--- config.mk ---
export PLATFORM = sky130hd
export DESIGN_NAME = cam_capture_fmt
export DESIGN_NICKNAME = d
export VERILOG_FILES = /design/src/rtl/cam_capture_fmt.sv
export SDC_FILE = /design/constraint.sdc
export NUM_CORES = 1
export LEC_CHECK = 0
export CORE_ASPECT_RATIO = 0.9
export CORE_UTILIZATION = 45
export DETAILED_ROUTE_END_ITERATION = 8
export GPL_ROUTABILITY_DRIVEN = 0
export PLACE_DENSITY = 0.67
export REMOVE_ABC_BUFFERS = 1
export SLEW_MARGIN = 20
export SYNTH_ARGS = -nofsm -noshare
export SYNTH_HDL_FRONTEND = slang
export SYNTH_SLANG_ARGS = --single-unit
--- constraint.sdc ---
create_clock -name pclk -period 4.45 [get_ports pclk]
set_clock_uncertainty 0.1 [all_clocks]
set_input_delay 0.445 -clock pclk [delete_from_list [all_inputs] [get_ports pclk]]
set_output_delay 0.445 -clock pclk [all_outputs]
set_load 0.05 [all_outputs]
--- src/rtl/cam_capture_fmt.sv ---
// Camera capture front-end: byte-pair pixel assembly, format conversion, crop and linear addressing.
// Write outputs are registered one pclk after the second byte; no backpressure, the sensor free-runs.
module cam_capture_fmt #(
  parameter int AW    = 15,
  parameter int IMG_W = 160,
  parameter int IMG_H = 120
) (
  input  logic          pclk,
  input  logic          rst,
  input  logic          vsync,
  input  logic          href,
  input  logic [7:0]    px_data,
  input  logic          capture_en,
  input  logic [1:0]    fmt,
  output logic [AW-1:0] mem_px_addr,
  output logic [15:0]   mem_px_data,
  output logic          px_wr,
  output logic          frame_done,
  output logic          busy,
  output logic          line_err
);

  localparam int CW = $clog2(IMG_W + 1);
  localparam int RW = $clog2(IMG_H + 1);
  localparam logic [CW-1:0] COL_LIM = CW'(IMG_W);
  localparam logic [RW-1:0] ROW_LIM = RW'(IMG_H);
  localparam logic [AW-1:0] W_STEP  = AW'(IMG_W);

  typedef enum logic [1:0] {SYNC, ARM, CAPTURE} state_t;

  state_t          state_q, state_d;
  logic [1:0]      fmt_q, fmt_d;
  logic [CW-1:0]   col_q, col_d;
  logic [RW-1:0]   row_q, row_d;
  logic [AW-1:0]   base_q, base_d;
  logic            phase_q, phase_d;
  logic [7:0]      hi_q, hi_d;
  logic            line_act_q, line_act_d;
  logic            line_err_q, line_err_d;
  logic            px_wr_q, px_wr_d;
  logic [AW-1:0]   addr_q, addr_d;
  logic [15:0]     data_q, data_d;
  logic            done_q, done_d;
  logic [15:0]     pix;

  function automatic logic [15:0] convert(input logic [1:0] f, input logic [15:0] p);
    case (f)
      2'd0:    convert = {8'h00, p[15:13], p[10:8], p[4:3]};
      2'd1:    convert = {4'h0, p[15:12], p[10:7], p[4:1]};
      default: convert = p;
    endcase
  endfunction

  assign pix = {hi_q, px_data};

  always_comb begin
    state_d    = state_q;
    fmt_d      = fmt_q;
    col_d      = col_q;
    row_d      = row_q;
    base_d     = base_q;
    phase_d    = phase_q;
    hi_d       = hi_q;
    line_act_d = line_act_q;
    line_err_d = line_err_q;
    px_wr_d    = 1'b0;
    addr_d     = addr_q;
    data_d     = data_q;
    done_d     = 1'b0;
    case (state_q)
      SYNC: if (vsync) state_d = SYNC == SYNC ? ARM : SYNC;
      ARM: begin
        if (!vsync) begin
          if (capture_en) begin
            state_d    = CAPTURE;
            fmt_d      = fmt;
            col_d      = '0;
            row_d      = '0;
            base_d     = '0;
            phase_d    = 1'b0;
            line_act_d = 1'b0;
            line_err_d = 1'b0;
          end else begin
            state_d = SYNC;
          end
        end
      end
      CAPTURE: begin
        if (vsync || !href) begin
          // A line closes on the first idle sample after it carried any byte, or at vsync.
          if (line_act_q) begin
            col_d      = '0;
            phase_d    = 1'b0;
            line_act_d = 1'b0;
            if (phase_q) line_err_d = 1'b1;
            if (row_q != ROW_LIM) begin
              row_d  = row_q + 1'b1;
              base_d = base_q + W_STEP;
            end
          end
          if (vsync) begin
            state_d = ARM;
            done_d  = 1'b1;
          end
        end else begin
          line_act_d = 1'b1;
          phase_d    = ~phase_q;
          if (!phase_q) begin
            hi_d = px_data;
          end else begin
            // Only in-window pixels write, so base+col never exceeds IMG_W*IMG_H-1.
            if (col_q < COL_LIM && row_q < ROW_LIM) begin
              px_wr_d = 1'b1;
              addr_d  = base_q + AW'(col_q);
              data_d  = convert(fmt_q, pix);
            end
            if (col_q != COL_LIM) col_d = col_q + 1'b1;
          end
        end
      end
      default: state_d = SYNC;
    endcase
  end

  always_ff @(posedge pclk or posedge rst) begin
    if (rst) begin
      state_q    <= SYNC;
      fmt_q      <= 2'd0;
      col_q      <= '0;
      row_q      <= '0;
      base_q     <= '0;
      phase_q    <= 1'b0;
      hi_q       <= 8'h00;
      line_act_q <= 1'b0;
      line_err_q <= 1'b0;
      px_wr_q    <= 1'b0;
      addr_q     <= '0;
      data_q     <= 16'h0000;
      done_q     <= 1'b0;
    end else begin
      state_q    <= state_d;
      fmt_q      <= fmt_d;
      col_q      <= col_d;
      row_q      <= row_d;
      base_q     <= base_d;
      phase_q    <= phase_d;
      hi_q       <= hi_d;
      line_act_q <= line_act_d;
      line_err_q <= line_err_d;
      px_wr_q    <= px_wr_d;
      addr_q     <= addr_d;
      data_q     <= data_d;
      done_q     <= done_d;
    end
  end

  assign mem_px_addr = addr_q;
  assign mem_px_data = data_q;
  assign px_wr       = px_wr_q;
  assign frame_done  = done_q;
  assign busy        = (state_q == CAPTURE);
  assign line_err    = line_err_q;

endmodule

=== Yosys cells after proc, flatten, opt, wreduce, memory -nomap -nowiden ===
Index checks and enable logic that the tools add are counted.

* Flip-flop bits (word level): 78
* Logic and storage cells: 94
* Output and inout port bits: 35

* Reduce and logical (&&, ||, !) cells: 15
* Bitwise operators: 3
* Equality and inequality tests: 14
* Magnitude comparators: 2
* Mux-type cells: 43
* Add/sub/neg operators: 4

{| class="wikitable"
|+ Operator list
! operator !! count
|-
| 15-bit two-way mux || 5
|-
| 8-bit two-way mux || 6
|-
| 7-bit two-way mux || 5
|-
| 16-bit case mux with 2 select lines || 1
|-
| 15-bit case mux with 2 select lines || 1
|-
| 6-bit AND reduction || 3
|-
| 8-bit case mux with 2 select lines || 1
|-
| 15-bit by 8-bit adder with 15-bit output || 1
|-
| 15-bit by 8-bit adder with 15-bit output, second input constant || 1
|-
| 1-bit two-way mux || 15
|-
| 7-bit case mux with 2 select lines || 1
|-
| 3-bit AND reduction || 3
|-
| 8-bit by 1-bit adder with 8-bit output, second input constant || 1
|-
| 8-bit < comparator, second input constant || 1
|-
| 2-bit two-way mux || 4
|-
| 2-bit by 1-bit inequality test with 1-bit output, second input constant || 4
|-
| 8-bit inequality test, second input constant || 1
|-
| 4-bit AND reduction || 2
|-
| 7-bit by 1-bit adder with 7-bit output, second input constant || 1
|-
| 7-bit < comparator, second input constant || 1
|-
| 7-bit inequality test, second input constant || 1
|-
| 3-bit by 1-bit inequality test with 1-bit output, second input constant || 2
|-
| 1-bit case mux with 2 select lines || 3
|-
| 2-bit case mux with 3 select lines || 1
|-
| other kinds (11) || 16
|}

=== Longest topological paths before layout ===
* Word-level depth: 6
* Gate-level depth with buffers: 9

=== Least setup slack after synthesis ===
No wires, ideal clock.

* Path kind: register -> register
* Start point: register state_q[0]
* End point: register line_err_q, in the netlist line_err
* Setup slack: 2.140 ns
* Period minus slack after synthesis: 2.310 ns
* Arrival time: 2.088 ns
* Cell stages (with the launch flop): 10
* Required time: 4.228 ns
* Path buffers: 2
* Path through: dfrtp_1 > inv_1 > ha_1 > nand2b_1 > o221a_2 > buf_6 > and2_1 > clkbuf_1 > a21boi_0 > o22a_1

* Word-level cells in the longest chain between the ends: 3
* Elaborated cells on any way between the ends: 10
* Those cells by class: eq/ne: 7; mux: 1; reduce/logical: 2

{| class="wikitable"
|+ Ends and longest elaborated chain
! what !! RTL line !! RTL
|-
| from (decl) || 31 || <nowiki>state_t state_q, state_d;</nowiki>
|-
| from (signal assigned) || 141 || <nowiki>state_q <= state_d;</nowiki>
|-
| 2-bit equality test (*) || -- ||
|-
| net busy || 19 || <nowiki>output logic busy,</nowiki>
|-
| 2-bit by 1-bit inequality test with 1-bit output (no line) / 2-bit nonzero test (equally long branches) || -- ||
|-
| 6-bit AND reduction (no line) || -- ||
|-
| to (signal assigned) || 149 || <nowiki>line_err_q <= line_err_d;</nowiki>
|-
| to (decl) || 39 || <nowiki>logic line_err_q, line_err_d;</nowiki>
|}

Mark *: on every way through the listed nets, which the timed path passes. The rest lies on a longest branch.
A chain may end at the register's enable or synchronous reset.

=== Final worst setup path ===
* Start point: input vsync
* End point: register addr_q[5], in the netlist mem_px_addr[5]

* Word-level cells in the longest chain between the ends: 3

{| class="wikitable"
|+ Ends and longest elaborated chain
! what !! RTL line !! RTL
|-
| from (decl) || 10 || <nowiki>input logic vsync,</nowiki>
|-
| 1-bit logical OR || 89 || <nowiki>if (vsync || !href) begin</nowiki>
|-
| 1-bit NOT (no line) || -- ||
|-
| 4-bit AND reduction (no line) || -- ||
|-
| to (signal assigned) || 151 || <nowiki>addr_q <= addr_d;</nowiki>
|-
| to (decl) || 41 || <nowiki>logic [AW-1:0] addr_q, addr_d;</nowiki>
|}

No other way between the ends.

==> reports/qor.yml <==
critical_path:
  critPathKind: "in2reg"
  max_stage_delay_ns: 0.81
  crit_end: "mem_px_addr[5]"
  rr_worst_depth: 6
  arrival_ns: 2.98
  crit_required_ns: 4.59
  cpMaxStageDelayCell: "nand4bb_2"
  startpoint_type: "primary input"
  regToRegSetupSlack_ns: 1.71
  crit_start: "vsync"
  endpoint_kind: "register"
  rr_endpoint: "mem_px_addr[5]"
  cp_max_fo: 31
  path_cells: "clkdlybuf4s50_1 -> nor2b_1 -> nand2_1 -> nand4bb_2 -> buf_4 -> mux2_2"
  rr_startpoint: "state_q[0]"
synth:
  ys_async_sr_fraction: 1.00
  ys_types: 49
  synth-seq-cells: 73
  synth_ff_type: "dfrtp_1"
  synthCells: 391
  syn_area_per_cell_um2: 9.66
  seq_area_frac_synth: 0.484
  yosysWarnings: 0
  syn-cell-area_um2: 3780
  synth_edf_count: 0
drt:
  drc: 0
  drtIter0Drc: 169
  vias: 2899
  drt_pre_antenna_iters: 4
  via_per_inst: 5.41
  ant_nets: 0
  wl_per_cell_um: 14.0
  wl_um: 7500
grt:
  grt_max_degree: 41
  antenna_found_initial: 0
  grt_pass1_vias: 2710
  overflow: 0
  grt_pass1_wl_um: 13200
  track_usage: 0.194
final_layout:
  final_core_util: 0.557
  finalInstanceArea_um2: 4520
  area_delta_synth_final_pct: 19.6
  diodes: 0
  layout.nets: 460
  layout-drive-gt1-share: 0.101
outcome:
  status: "completed"
cts:
  tritoncts: "built"
  post_cts_buffers: 0
  numCtsBuffers: 9
  clock-sinks: 73
  ctsHtreeMaxLevel: 3
  cts_root_buf: "clkbuf_8"
  clkSlewWorstSetupHoldPaths_ns: 0.08
  post_cts_resized: 0
  worstSkewPairLatency_ns: 0.36
  clock_path_buffers: 2
  cts_hold_buffers: 0
die:
  die_h_um: 88.9
  row_count: 31
  pin_count: 50
  dieArea_um2: 8760
  start_util: 0.466
  coreArea_um2: 8110
  die_w_um: 98.6
timing:
  max_freq_mhz: 353
  finalHoldViolations: 0
  tightest_slew_ns: 0.960
  finalWorstSetupSlack_ns: 1.61
  fin_crit_sh: 0.637
  rsz0062_at_grt: "false"
  relSlewSlack: 0.358
  setup_viol: 0
  final.min_clock_period_ns: 2.84
  slew_viol_final: 0
  finalSetupTns_ns: 0
power:
  power_density_nw_per_um2: 425
  power_frac_seq: 0.442
  p_total_uw: 1920
  p_clk_frac: 0.278
  p_sw_frac: 0.364
  combinationalPowerShare: 0.280
  p_int_uw: 1220
  p_sw_uw: 697
  vdd_drop_max_uv: 346
  p_leak_uw: 0.00192
placed_design:
  portBuffers: 49
  dp_hpwl_um: 5310
  place_area_um2: 4310
  place_ws_ns: 1.21
flow_run:
  maxCapViolations: 0
worst_hold_path:
  hold_path_class: "reg2reg"
-- placed cells by master (no fill, tap or decap), types with 2 or more instances in the layout --
master	instances
clkinvlp_4	5
a31oi_1	2
o2111ai_1	2
o21bai_1	2
nor2b_1	3
and2_1	5
o211ai_1	8
or4_1	5
a21oi_1	17
nor3_1	2
inv_1	11
nand4_1	2
nand2_1	66
o21ai_1	3
o21ai_0	44
and3_1	5
nand2b_1	2
ha_1	13
clkbuf_8	10
o221ai_1	4
nor2_1	27
nand3_1	8
dfrtp_1	73
buf_4	3
mux2_2	13
xnor2_1	5
o31ai_2	5
mux2i_1	9
nand3b_1	2
clkdlybuf4s50_1	49
xor2_1	11
-- synthesized netlist by cell type (2+ instances only) --
library cell   n  share of area
dfrtp_1       73           0.48
nand2_1       66          0.066
o21ai_0       44          0.058
nor2_1        27          0.027
a21oi_1       17          0.023
clkbuf_1      13          0.013
ha_1          13          0.043
mux2_2        13          0.039
inv_1         12          0.012
xor2_1        11          0.026
mux2i_1        9          0.024
nand3_1        8          0.011
o211ai_1       8          0.016
buf_2          7         0.0093
and2_1         5         0.0083
and3_1         5         0.0083
o31ai_2        5          0.017
or4_1          5         0.0099
xnor2_1        5          0.012
o221ai_1       4         0.0093
nor2b_1        3         0.0050
o21ai_1        3         0.0040
a31oi_1        2         0.0033
buf_6          2         0.0060
nand2b_1       2         0.0033
nand3b_1       2         0.0040
nand4_1        2         0.0033
nor3_1         2         0.0027
o2111ai_1      2         0.0046
o21bai_1       2         0.0040
-- worst min path at each step --
stage,start,endpoint,slack (ns),depth (start not counted)
3_5_place_dp,line_act_q,line_act_q,0.37,1
3_3_place_gp,line_act_q,line_act_q,0.35,1
4_1_cts,line_act_q,line_act_q,0.38,1
5_1_grt,line_act_q,line_act_q,0.41,1
6_report,line_act_q,line_act_q,0.38,1
2_1_floorplan,line_act_q,line_act_q,0.34,1
-- cell families after synthesis --
family,after synthesis,share of synthesized area
flip-flops,73,0.484
AO/OA/AOI/OAI,97,0.167
XOR/XNOR,16,0.0371
adder cells (fa/ha/maj),13,0.0431
buffers and inverters,34,0.0401
AND/OR/NAND/NOR,135,0.165
other,1,0.000993
multiplexers,22,0.0626
-- layer usage --
layer / share of wire / vias up / track usage / wire length (um)
li1: - / 1454 / - / -
met1: 0.50 / 1383 / 0.265 / 3710
met2: 0.45 / 53 / 0.302 / 3400
met3: 0.038 / 9 / 0.0539 / 284
met4: 0.013 / 0 / 0.0638 / 95
met5: 0 / - / 0 / 0
-- power by group through the flow --
| stage | Clock, uW | Sequential (uW) | Combinational [uW] |
|---|---|---|---|
| after floorplan | 0 | 891 | 344 |
| after global placement | 0 | 859 | 530 |
| after detailed placement | 0 | 861 | 539 |
| after CTS | 547 | 848 | 542 |
| after global routing | 583 | 867 | 599 |
| final | 533 | 849 | 537 |
-- worst max-delay path: cells and delay by family --
kind | cells | cell delay, ns
and+or+nand+nor | 3 | 1.27
muxes | 1 | 0.29
buffers and inverters | 2 | 0.94
-- registers in the layout, summed over array words and instances (netlist names) --
| name | cells |
|---|---|
| mem_px_data | 16 |
| mem_px_addr | 15 |
| base_q | 10 |
| col_q | 8 |
| hi_q | 8 |
| row_q | 7 |
| fmt_q | 2 |
| state_q | 2 |
| frame_done | 1 |
| line_act_q | 1 |
| line_err | 1 |
| phase_q | 1 |
| px_wr | 1 |
-- layout make-up --
cell class / instances / area, um2
Clock inverter: 6 / 67.6
Inverter: 12 / 45.0
Multi-Input combinational cell: 284 / 1800
Timing Repair Buffer: 52 / 513
Tap cell: 99 / 124
Clock buffer: 10 / 138
Fill cell: 716 / 3590
Sequential cell: 73 / 1830
-- through the flow --
| step | instances | hold WS, ns |
|---|---|---|
| final | 536 | 0.381 |
| after floorplan | 369 | 0.341 |
| after global routing | 536 | 0.410 |
| after CTS | 536 | 0.384 |
| after detailed placement | 520 | 0.367 |
| after global placement | 520 | 0.355 |
Note: power is estimated with default switching activity, not from simulation.
